===== config.mk =====
export PLATFORM = sky130hd
export DESIGN_NAME = wavelet_fir_mac
export DESIGN_NICKNAME = d
export VERILOG_FILES = /design/src/rtl/wavelet_fir_mac.sv
export SDC_FILE = /design/constraint.sdc
export NUM_CORES = 1
export LEC_CHECK = 0
export ABC_AREA = 1
export CORE_MARGIN = 2
export CORE_UTILIZATION = 58
export CTS_CLUSTER_DIAMETER = 40
export DETAILED_ROUTE_END_ITERATION = 6
export PLACE_DENSITY = 0.81
export SYNTH_ARGS = -nofsm -noshare
export SYNTH_HDL_FRONTEND = slang
export SYNTH_SLANG_ARGS = --single-unit

===== constraint.sdc =====
create_clock -name clk -period 9 [get_ports clk]
set_input_delay 1.35 -clock clk [delete_from_list [all_inputs] [get_ports clk]]
set_output_delay 1.35 -clock clk [all_outputs]
set_load 0.01 [all_outputs]

===== src/rtl/wavelet_fir_mac.sv =====
// Serial wavelet FIR MAC: one tap*coef product per clock into a wide accumulator, then scale and narrow.
// Latency: TOTAL_TAPS+1 cycles from an accepted i_start to the o_valid pulse (10 with defaults).
// Backpressure: none; i_start while o_busy is dropped. Optional clamp: define WAVELET_FIR_SAT_EN.
module wavelet_fir_mac #(
  parameter int TOTAL_TAPS   = 9,
  parameter int BITS_PER_TAP = 8,
  parameter int TOTAL_BITS   = 9*8,
  parameter int COEF_BITS    = 8,
  parameter logic [TOTAL_TAPS*COEF_BITS-1:0] COEFFS =
    {TOTAL_TAPS{{(COEF_BITS-1){1'b0}}, 1'b1}},
  parameter int SHIFT        = 0,
  parameter int OUT_BITS     = 16
) (
  input  logic                  clk,
  input  logic                  rst,
  input  logic                  i_start,
  input  logic [TOTAL_BITS-1:0] i_taps,
  output logic [OUT_BITS-1:0]   o_value,
  output logic                  o_valid,
  output logic                  o_busy,
  output logic                  o_sat
);

  localparam int PROD_BITS = BITS_PER_TAP + COEF_BITS;
  localparam int ACC_BITS  = PROD_BITS + $clog2(TOTAL_TAPS);
  localparam int IDX_BITS  = (TOTAL_TAPS > 1) ? $clog2(TOTAL_TAPS) : 1;
  localparam logic [IDX_BITS-1:0] LAST_IDX = IDX_BITS'(TOTAL_TAPS - 1);

  // Catch a mismatched packed-tap width at elaboration rather than silently mis-slicing.
  if (TOTAL_BITS != TOTAL_TAPS * BITS_PER_TAP) begin : g_bad_width
    $error("wavelet_fir_mac: TOTAL_BITS must equal TOTAL_TAPS*BITS_PER_TAP");
  end

  typedef enum logic [1:0] {S_IDLE, S_ACCUM, S_DONE} state_t;

  state_t                      state;
  logic [IDX_BITS-1:0]         idx;
  logic [TOTAL_BITS-1:0]       taps_q;
  logic signed [ACC_BITS-1:0]  acc;
  logic                        sat_q;

  logic signed [BITS_PER_TAP-1:0] tap_sel;
  logic signed [COEF_BITS-1:0]    coef_sel;
  logic signed [PROD_BITS-1:0]    prod;
  logic signed [ACC_BITS-1:0]     prod_ext;
  logic signed [ACC_BITS-1:0]     shifted;
  logic [OUT_BITS-1:0]            value_next;
  logic                           sat_next;

  assign tap_sel  = taps_q[idx*BITS_PER_TAP +: BITS_PER_TAP];
  assign coef_sel = COEFFS[idx*COEF_BITS +: COEF_BITS];
  assign prod     = tap_sel * coef_sel;
  assign prod_ext = ACC_BITS'(prod);
  // Arithmetic shift: negative sums round toward minus infinity.
  assign shifted  = acc >>> SHIFT;

`ifdef WAVELET_FIR_SAT_EN
  localparam int EXT_BITS = (ACC_BITS > OUT_BITS) ? ACC_BITS : OUT_BITS;
  localparam logic signed [EXT_BITS-1:0] OUT_MAX = EXT_BITS'(2**(OUT_BITS-1) - 1);
  localparam logic signed [EXT_BITS-1:0] OUT_MIN = ~OUT_MAX;

  logic signed [EXT_BITS-1:0] shifted_ext;
  assign shifted_ext = EXT_BITS'(shifted);

  // Clamp the scaled sum into the signed output range and flag when it was clipped.
  always_comb begin
    sat_next   = 1'b0;
    value_next = OUT_BITS'(shifted_ext);
    if (shifted_ext > OUT_MAX) begin
      sat_next   = 1'b1;
      value_next = OUT_BITS'(OUT_MAX);
    end else if (shifted_ext < OUT_MIN) begin
      sat_next   = 1'b1;
      value_next = OUT_BITS'(OUT_MIN);
    end
  end
`else
  // Plain two's-complement wrap: keep the low output bits, never flag.
  assign value_next = OUT_BITS'(shifted);
  assign sat_next   = 1'b0;
`endif

  assign o_sat = sat_q;

  // Control FSM with datapath registers; outputs are all registered here.
  always_ff @(posedge clk) begin
    if (rst) begin
      state   <= S_IDLE;
      idx     <= '0;
      acc     <= '0;
      taps_q  <= '0;
      o_value <= '0;
      o_valid <= 1'b0;
      o_busy  <= 1'b0;
      sat_q   <= 1'b0;
    end else begin
      o_valid <= 1'b0;
      case (state)
        S_IDLE: begin
          if (i_start) begin
            taps_q <= i_taps;
            acc    <= '0;
            idx    <= '0;
            o_busy <= 1'b1;
            state  <= S_ACCUM;
          end
        end
        S_ACCUM: begin
          acc <= acc + prod_ext;
          idx <= idx + 1'b1;
          if (idx == LAST_IDX) state <= S_DONE;
        end
        S_DONE: begin
          o_value <= value_next;
          sat_q   <= sat_next;
          o_valid <= 1'b1;
          o_busy  <= 1'b0;
          state   <= S_IDLE;
        end
        default: state <= S_IDLE;
      endcase
    end
  end

endmodule

# After elaboration in Yosys (flattened, before gate mapping)
# Cells that the tools add are included.
# W data, S select, Z words.
[classes] addsub=2 n_mul=1 eq_ne=5 shift=2 mux=10 n_reduce_logical=7
[op_table] operator="$shiftx A72 B8 Y8" n=1
[op_table] operator="$shiftx A72 B8 Y8 const A" n=1
[op_table] operator="$pmux W20 S2" n=1
[op_table] operator="$add A20 B16 Y20" n=1
[op_table] operator="$mux W20" n=1
[op_table] operator="$mul A8 B8 Y16" n=1
[op_table] operator="$pmux W4 S2" n=1
[op_table] operator="$reduce_and A2 Y1" n=4
[op_table] operator="$add A4 B1 Y4 const B" n=1
[op_table] operator="$eq A4 B4 Y1 const B" n=1
[op_table] operator="$mux W2" n=2
[op_table] operator="$mux W4" n=1
[op_table] operator="$ne A2 B2 Y1 const B" n=2
[op_table] operator="$pmux W2 S2" n=1
[op_table] operator="$reduce_bool A2 Y1" n=2
[op_table] operator="$eq A2 B1 Y1 const B" n=1
[op_table] operator="$eq A2 B2 Y1 const B" n=1
[op_table] operator="$logic_not A2 Y1" n=1
[op_table] operator="$mux W1" n=2
[op_table] operator="$pmux W1 S2" n=1
[word_totals] reg_bits=116 input_bits=75 output_inout_bits=19 elab_cells=34

# Depth between registers and ports, before layout
[logic_depth] depth_word=4 mapped_depth=26 depth_no_buf=23

# Worst setup path after synthesis
# OpenSTA, ideal clock, no wires.
[synth_timing] path_kind="register to register" from="reg idx[0]" to="reg acc[9]" setup_ns=0.132 arrival_ns=3.619 required_time_ns=8.868 path_slack_ns=5.249 path_stages_with_launch=23 path_buffers=3 synth_period_minus_slack_ns=3.751 path_cell_list="dfxtp_1 -> buf_6 -> inv_6 -> buf_6 -> buf_2 -> ha_1 -> nand2_2 -> inv_2 -> nand4_1 -> nand2_2 -> ha_1 -> inv_1 -> nor2_1 -> nor2_1 -> ha_1 -> ha_1 -> ha_1 -> nand2_1 -> o21ai_0 -> a21oi_1 -> or2_2 -> nand3_1 -> a21oi_1"
[synth_between] elab_chain_cells=4 word_cells_on_any_way=5 classes_between="add/sub: 1; mul: 1; shift: 2; mux: 1"
[synth_lines] item="from (decl)" line="37" rtl="logic [IDX_BITS-1:0] idx;"
[synth_lines] item="from (signal assigned)" line="110" rtl="idx <= idx + 1'b1;"
[synth_lines] item="$shiftx A72 B8 Y8, on equally long branches" line="50, 51"
[synth_lines] item="$mul A8 B8 Y16 *" line="52" rtl="assign prod = tap_sel * coef_sel;"
[synth_lines] item="$add A20 B16 Y20 *" line="109" rtl="acc <= acc + prod_ext;"
[synth_lines] item="$pmux W20 S2 *" line="98" rtl="case (state)"
[synth_lines] item="to (signal assigned)" line="109"
[synth_lines] item="to (decl)" line="39" rtl="logic signed [ACC_BITS-1:0] acc;"
# Every way passes the cells marked *; elsewhere a longest branch is shown, timed or not.
# A chain may end at the register's enable or synchronous reset.

# Final worst setup path
[layout_timing] from="reg idx[1]" to="reg acc[13]"
# Same word-level chain as after synthesis.

==> parameters.txt <==
Parameter                              Value

Outcome
  Status    complete, no violations

Synthesis
  Area fraction of the dominant cell type after synthesis    37.4%
  Synth Warn #    0
  Register bit total from synthesis    112
  Post-Synthesis Mean Instance Area    7.47 µm²
  Synth area leaders    sky130_fd_sc_hd__dfxtp_1 37%, sky130_fd_sc_hd__ha_1 12%, sky130_fd_sc_hd__nor2_1 12%
  Library cells used by synthesis    40
  Part of the Yosys area used for sequential elements    37.4%
  Netlist Area Pre-Place    6000 µm²
  Synthesized instance count    803
  Synth Net Count    938
  Cell taking the most area after synthesis    sky130_fd_sc_hd__dfxtp_1

Setup path
  Worst EP arrival    4.92 ns
  Critical path endpoint category    flop
  Critical setup path kind    reg -> reg
  Critical Path Fanout Max    29
  Critical path launch point type    flop
  Required @ worst endpoint    9.23 ns

Layout
  Final nets    998
  Finished Layout Cells    1004
  Post-layout utilization of the core    69.2%
  Final instance area    7050 µm²
  Layout cells sized above 1    6.11%
  Growth of design area from synthesis to finish    17.5%
  FILL cells    876
  Most frequent cells in the layout    189 x sky130_fd_sc_hd__nor2_1, 112 x sky130_fd_sc_hd__dfxtp_1, 95 x sky130_fd_sc_hd__o21ai_0
  N_diodes    0
  Most common cell after layout, fill and taps aside    sky130_fd_sc_hd__nor2_1

Pwr
  Reported net switching power    0.360 mW
  Part of the total power dissipated in the clock network    25.9%
  Static Leak    3.17 nW
  VDD IR-drop max    81.7 µV
  PwrDens    156 nW/µm²
  Comb power frac    23.8%
  Power Internal    0.743 mW
  Switch share    32.7%
  Seq pwr share    50.2%

Clocking
  CTS Hold Buffers Added    0
  Post-CTS setup repair buffer count    0
  Maximum root-to-sink buffer count    2
  Total clock buffers created by CTS    9
  Post-cts sizing count    0
  Clock tree from TritonCTS    done
  Clock tree root buffer cell    sky130_fd_sc_hd__clkbuf_8
  Number of H-tree levels    3
  Skew-Pair Late Insertion Delay    0.39 ns
  CTS sink cnt    112
  Post-CTS clock slew at the launch and capture registers of the worst setup and hold paths    0.11 ns

Timing
  Max-slew violation total from the final report    0
  Finish-stage setup viols    0
  Final period util    52.1%
  Actual transition at the worst max-transition pin    1.23 ns
  Final hold viol count    0
  Setup repair after global routing missed its margin    false
  Final min period    4.69 ns
  Fmax    213 MHz
  Worst clock skew    0.0172 ns
  Post-Route Setup TNS    0 ns
  Relative slew margins    18.1%

Detailed routing
  Count of vias placed by the detailed router    5646
  ANT nets after route    0
  Drc violations    0
  Detailed-route vias per instance    5.62
  Initial detailed-routing violation count    470
  Routed wirelength normalized by instance count    15.1 µm
  First-pass detailed-route iteration total    5
  Detailed Route WL    15.2 mm

Floorplan
  Row count    37
  Ports    94
  Height of the die    106 µm
  Die Span X    106 µm
  Total core area    10200 µm²
  Full die area    11200 µm²
  Initial Utilization    58.9%

Place
  HPWL after detailed placement    11.0 mm
  Count of input and output buffers    92
  Inst Count DP    988
  Post-placement cell area    6870 µm²
  Weighted congestion at the end of routability-driven global placement    0.973

GRT
  First-pass GRT wire length    25.4 mm
  Via count of the first global-routing pass    5340
  Number of antenna violations at the first check in global routing    0
  Largest net degree at the start of global routing    92
  Global route overflow    0
  GRT Total Usage    28.1%

Worst hold path
  Tightest Hold Check Type    reg -> reg

Run
  Maxcap violations    0
[critical path: stages (launching register included)]
cell	delay (ns)
sky130_fd_sc_hd__dfxtp_1	1.00
sky130_fd_sc_hd__inv_2	0.23
sky130_fd_sc_hd__ha_1	0.27
sky130_fd_sc_hd__nand2_2	0.12
sky130_fd_sc_hd__inv_2	0.08
sky130_fd_sc_hd__nand4_1	0.14
sky130_fd_sc_hd__nand2_2	0.21
sky130_fd_sc_hd__ha_1	0.36
sky130_fd_sc_hd__inv_1	0.04
sky130_fd_sc_hd__nor2_1	0.13
sky130_fd_sc_hd__nor2_1	0.08
sky130_fd_sc_hd__ha_1	0.30
sky130_fd_sc_hd__ha_1	0.31
sky130_fd_sc_hd__ha_1	0.36
sky130_fd_sc_hd__nand2_1	0.12
sky130_fd_sc_hd__o21ai_0	0.27
sky130_fd_sc_hd__nand2_1	0.09
sky130_fd_sc_hd__nand3_1	0.13
sky130_fd_sc_hd__a21boi_0	0.10
sky130_fd_sc_hd__o21ai_0	0.10
sky130_fd_sc_hd__a21oi_1	0.08
[per-layer routing]
| metal | vias up | track usage (%) | part of all wire (%) |
|---|---|---|---|
| li1 | 2808 | - | - |
| met1 | 2569 | 41.2 | 47 |
| met2 | 240 | 41.6 | 44 |
| met3 | 29 | 4.95 | 8.0 |
| met4 | 0 | 9.49 | 1.8 |
| met5 | - | 0 | 0 |
[cell families (layout without fill, tap and decap cells)]
| family | after synthesis | count (layout) | share of synthesized area, % |
|---|---|---|---|
| compound gates | 185 | 185 | 17.7 |
| fa+ha+maj | 60 | 60 | 12.6 |
| xor+xnor | 8 | 8 | 1.17 |
| simple gates | 349 | 349 | 24.3 |
| flops | 112 | 112 | 37.4 |
| other cells | 1 | 1 | 0.0625 |
| buf+inv | 88 | 153 | 6.74 |
[per-stage QoR]
stage               hold slack (ns)  total power, mW  setup slack [ns]
finish                        0.475             1.10              4.31
CTS                           0.472             1.10              4.40
detailed placement            0.455            0.822              4.45
floorplan                     0.429            0.738              5.25
global route                  0.503             1.16              3.79
global placement              0.450            0.813              4.63
[worst paths after layout]
path | startpoint | endpoint | slack (ns) | cells past startpoint
hold / removal | idx[3]$_SDFFE_PP0P_ | idx[3]$_SDFFE_PP0P_ | 0.48 | 2
hold reg to reg | idx[3]$_SDFFE_PP0P_ | idx[3]$_SDFFE_PP0P_ | 0.48 | 2
setup reg to reg | idx[1]$_SDFFE_PP0P_ | acc[13]$_SDFFE_PP0P_ | 4.31 | 20
setup / recovery | idx[1]$_SDFFE_PP0P_ | acc[13]$_SDFFE_PP0P_ | 4.31 | 20
[flip-flops by register name, summed over array words and instances (netlist names)]
signal   count
taps_q      72
state        2
o_busy       1
acc         16
o_valid      1
idx          4
o_value     16
[final cells by class]
cell class / instances / area, µm² / share of cell area [%]
Multi-Input combinational cell: 603 / 3350 / 47.6
Tap cell: 136 / 170 / 2.41
Sequential cell: 112 / 2240 / 31.8
Clock inverter: 6 / 51.3 / 0.728
Timing Repair Buffer: 95 / 943 / 13.4
Clock buffer: 10 / 128 / 1.81
Inverter: 42 / 163 / 2.31
[power by group through the flow]
| stage | Combinational [mW] | Sequential (mW) | Clock, mW |
|---|---|---|---|
| 6_report | 0.263 | 0.554 | 0.286 |
| 5_1_grt | 0.297 | 0.557 | 0.311 |
| 4_1_cts | 0.261 | 0.553 | 0.287 |
| 3_5_place_dp | 0.259 | 0.564 | 0 |
| 3_3_place_gp | 0.249 | 0.563 | 0 |
| 2_1_floorplan | 0.184 | 0.554 | 0 |
[Yosys cell counts]
cell                        count
sky130_fd_sc_hd__or2_2          3
sky130_fd_sc_hd__inv_1         35
sky130_fd_sc_hd__nand4_1        7
sky130_fd_sc_hd__conb_1         1
sky130_fd_sc_hd__o21ai_0       95
sky130_fd_sc_hd__o211ai_1       4
sky130_fd_sc_hd__o211ai_2       7
sky130_fd_sc_hd__nor3_1         2
sky130_fd_sc_hd__fa_1           1
sky130_fd_sc_hd__buf_4          5
sky130_fd_sc_hd__buf_6          5
sky130_fd_sc_hd__clkbuf_1      26
sky130_fd_sc_hd__buf_2         10
sky130_fd_sc_hd__a21oi_1       30
sky130_fd_sc_hd__xor2_1         7
sky130_fd_sc_hd__a21boi_0       7
sky130_fd_sc_hd__nand2_1       86
sky130_fd_sc_hd__o21ai_2        3
sky130_fd_sc_hd__a31oi_1        1
sky130_fd_sc_hd__a22oi_1        6
sky130_fd_sc_hd__a211o_1        1
sky130_fd_sc_hd__nand2_2        8
sky130_fd_sc_hd__inv_2          5
sky130_fd_sc_hd__o21bai_1       1
sky130_fd_sc_hd__xnor2_1        1
sky130_fd_sc_hd__nor2_1       189
sky130_fd_sc_hd__o221ai_1       3
sky130_fd_sc_hd__dfxtp_1      112
sky130_fd_sc_hd__nor2_2         2
sky130_fd_sc_hd__nand3b_1       1
sky130_fd_sc_hd__inv_6          1
sky130_fd_sc_hd__nor2_4         1
sky130_fd_sc_hd__nand3_2        4
sky130_fd_sc_hd__clkinv_1       1
sky130_fd_sc_hd__nand3_1       46
sky130_fd_sc_hd__ha_1          59
sky130_fd_sc_hd__o21ai_1       21
sky130_fd_sc_hd__o22ai_1        4
sky130_fd_sc_hd__o32ai_1        1
sky130_fd_sc_hd__o2111ai_1      1
No activity file was read; power rests on OpenSTA's default activity.
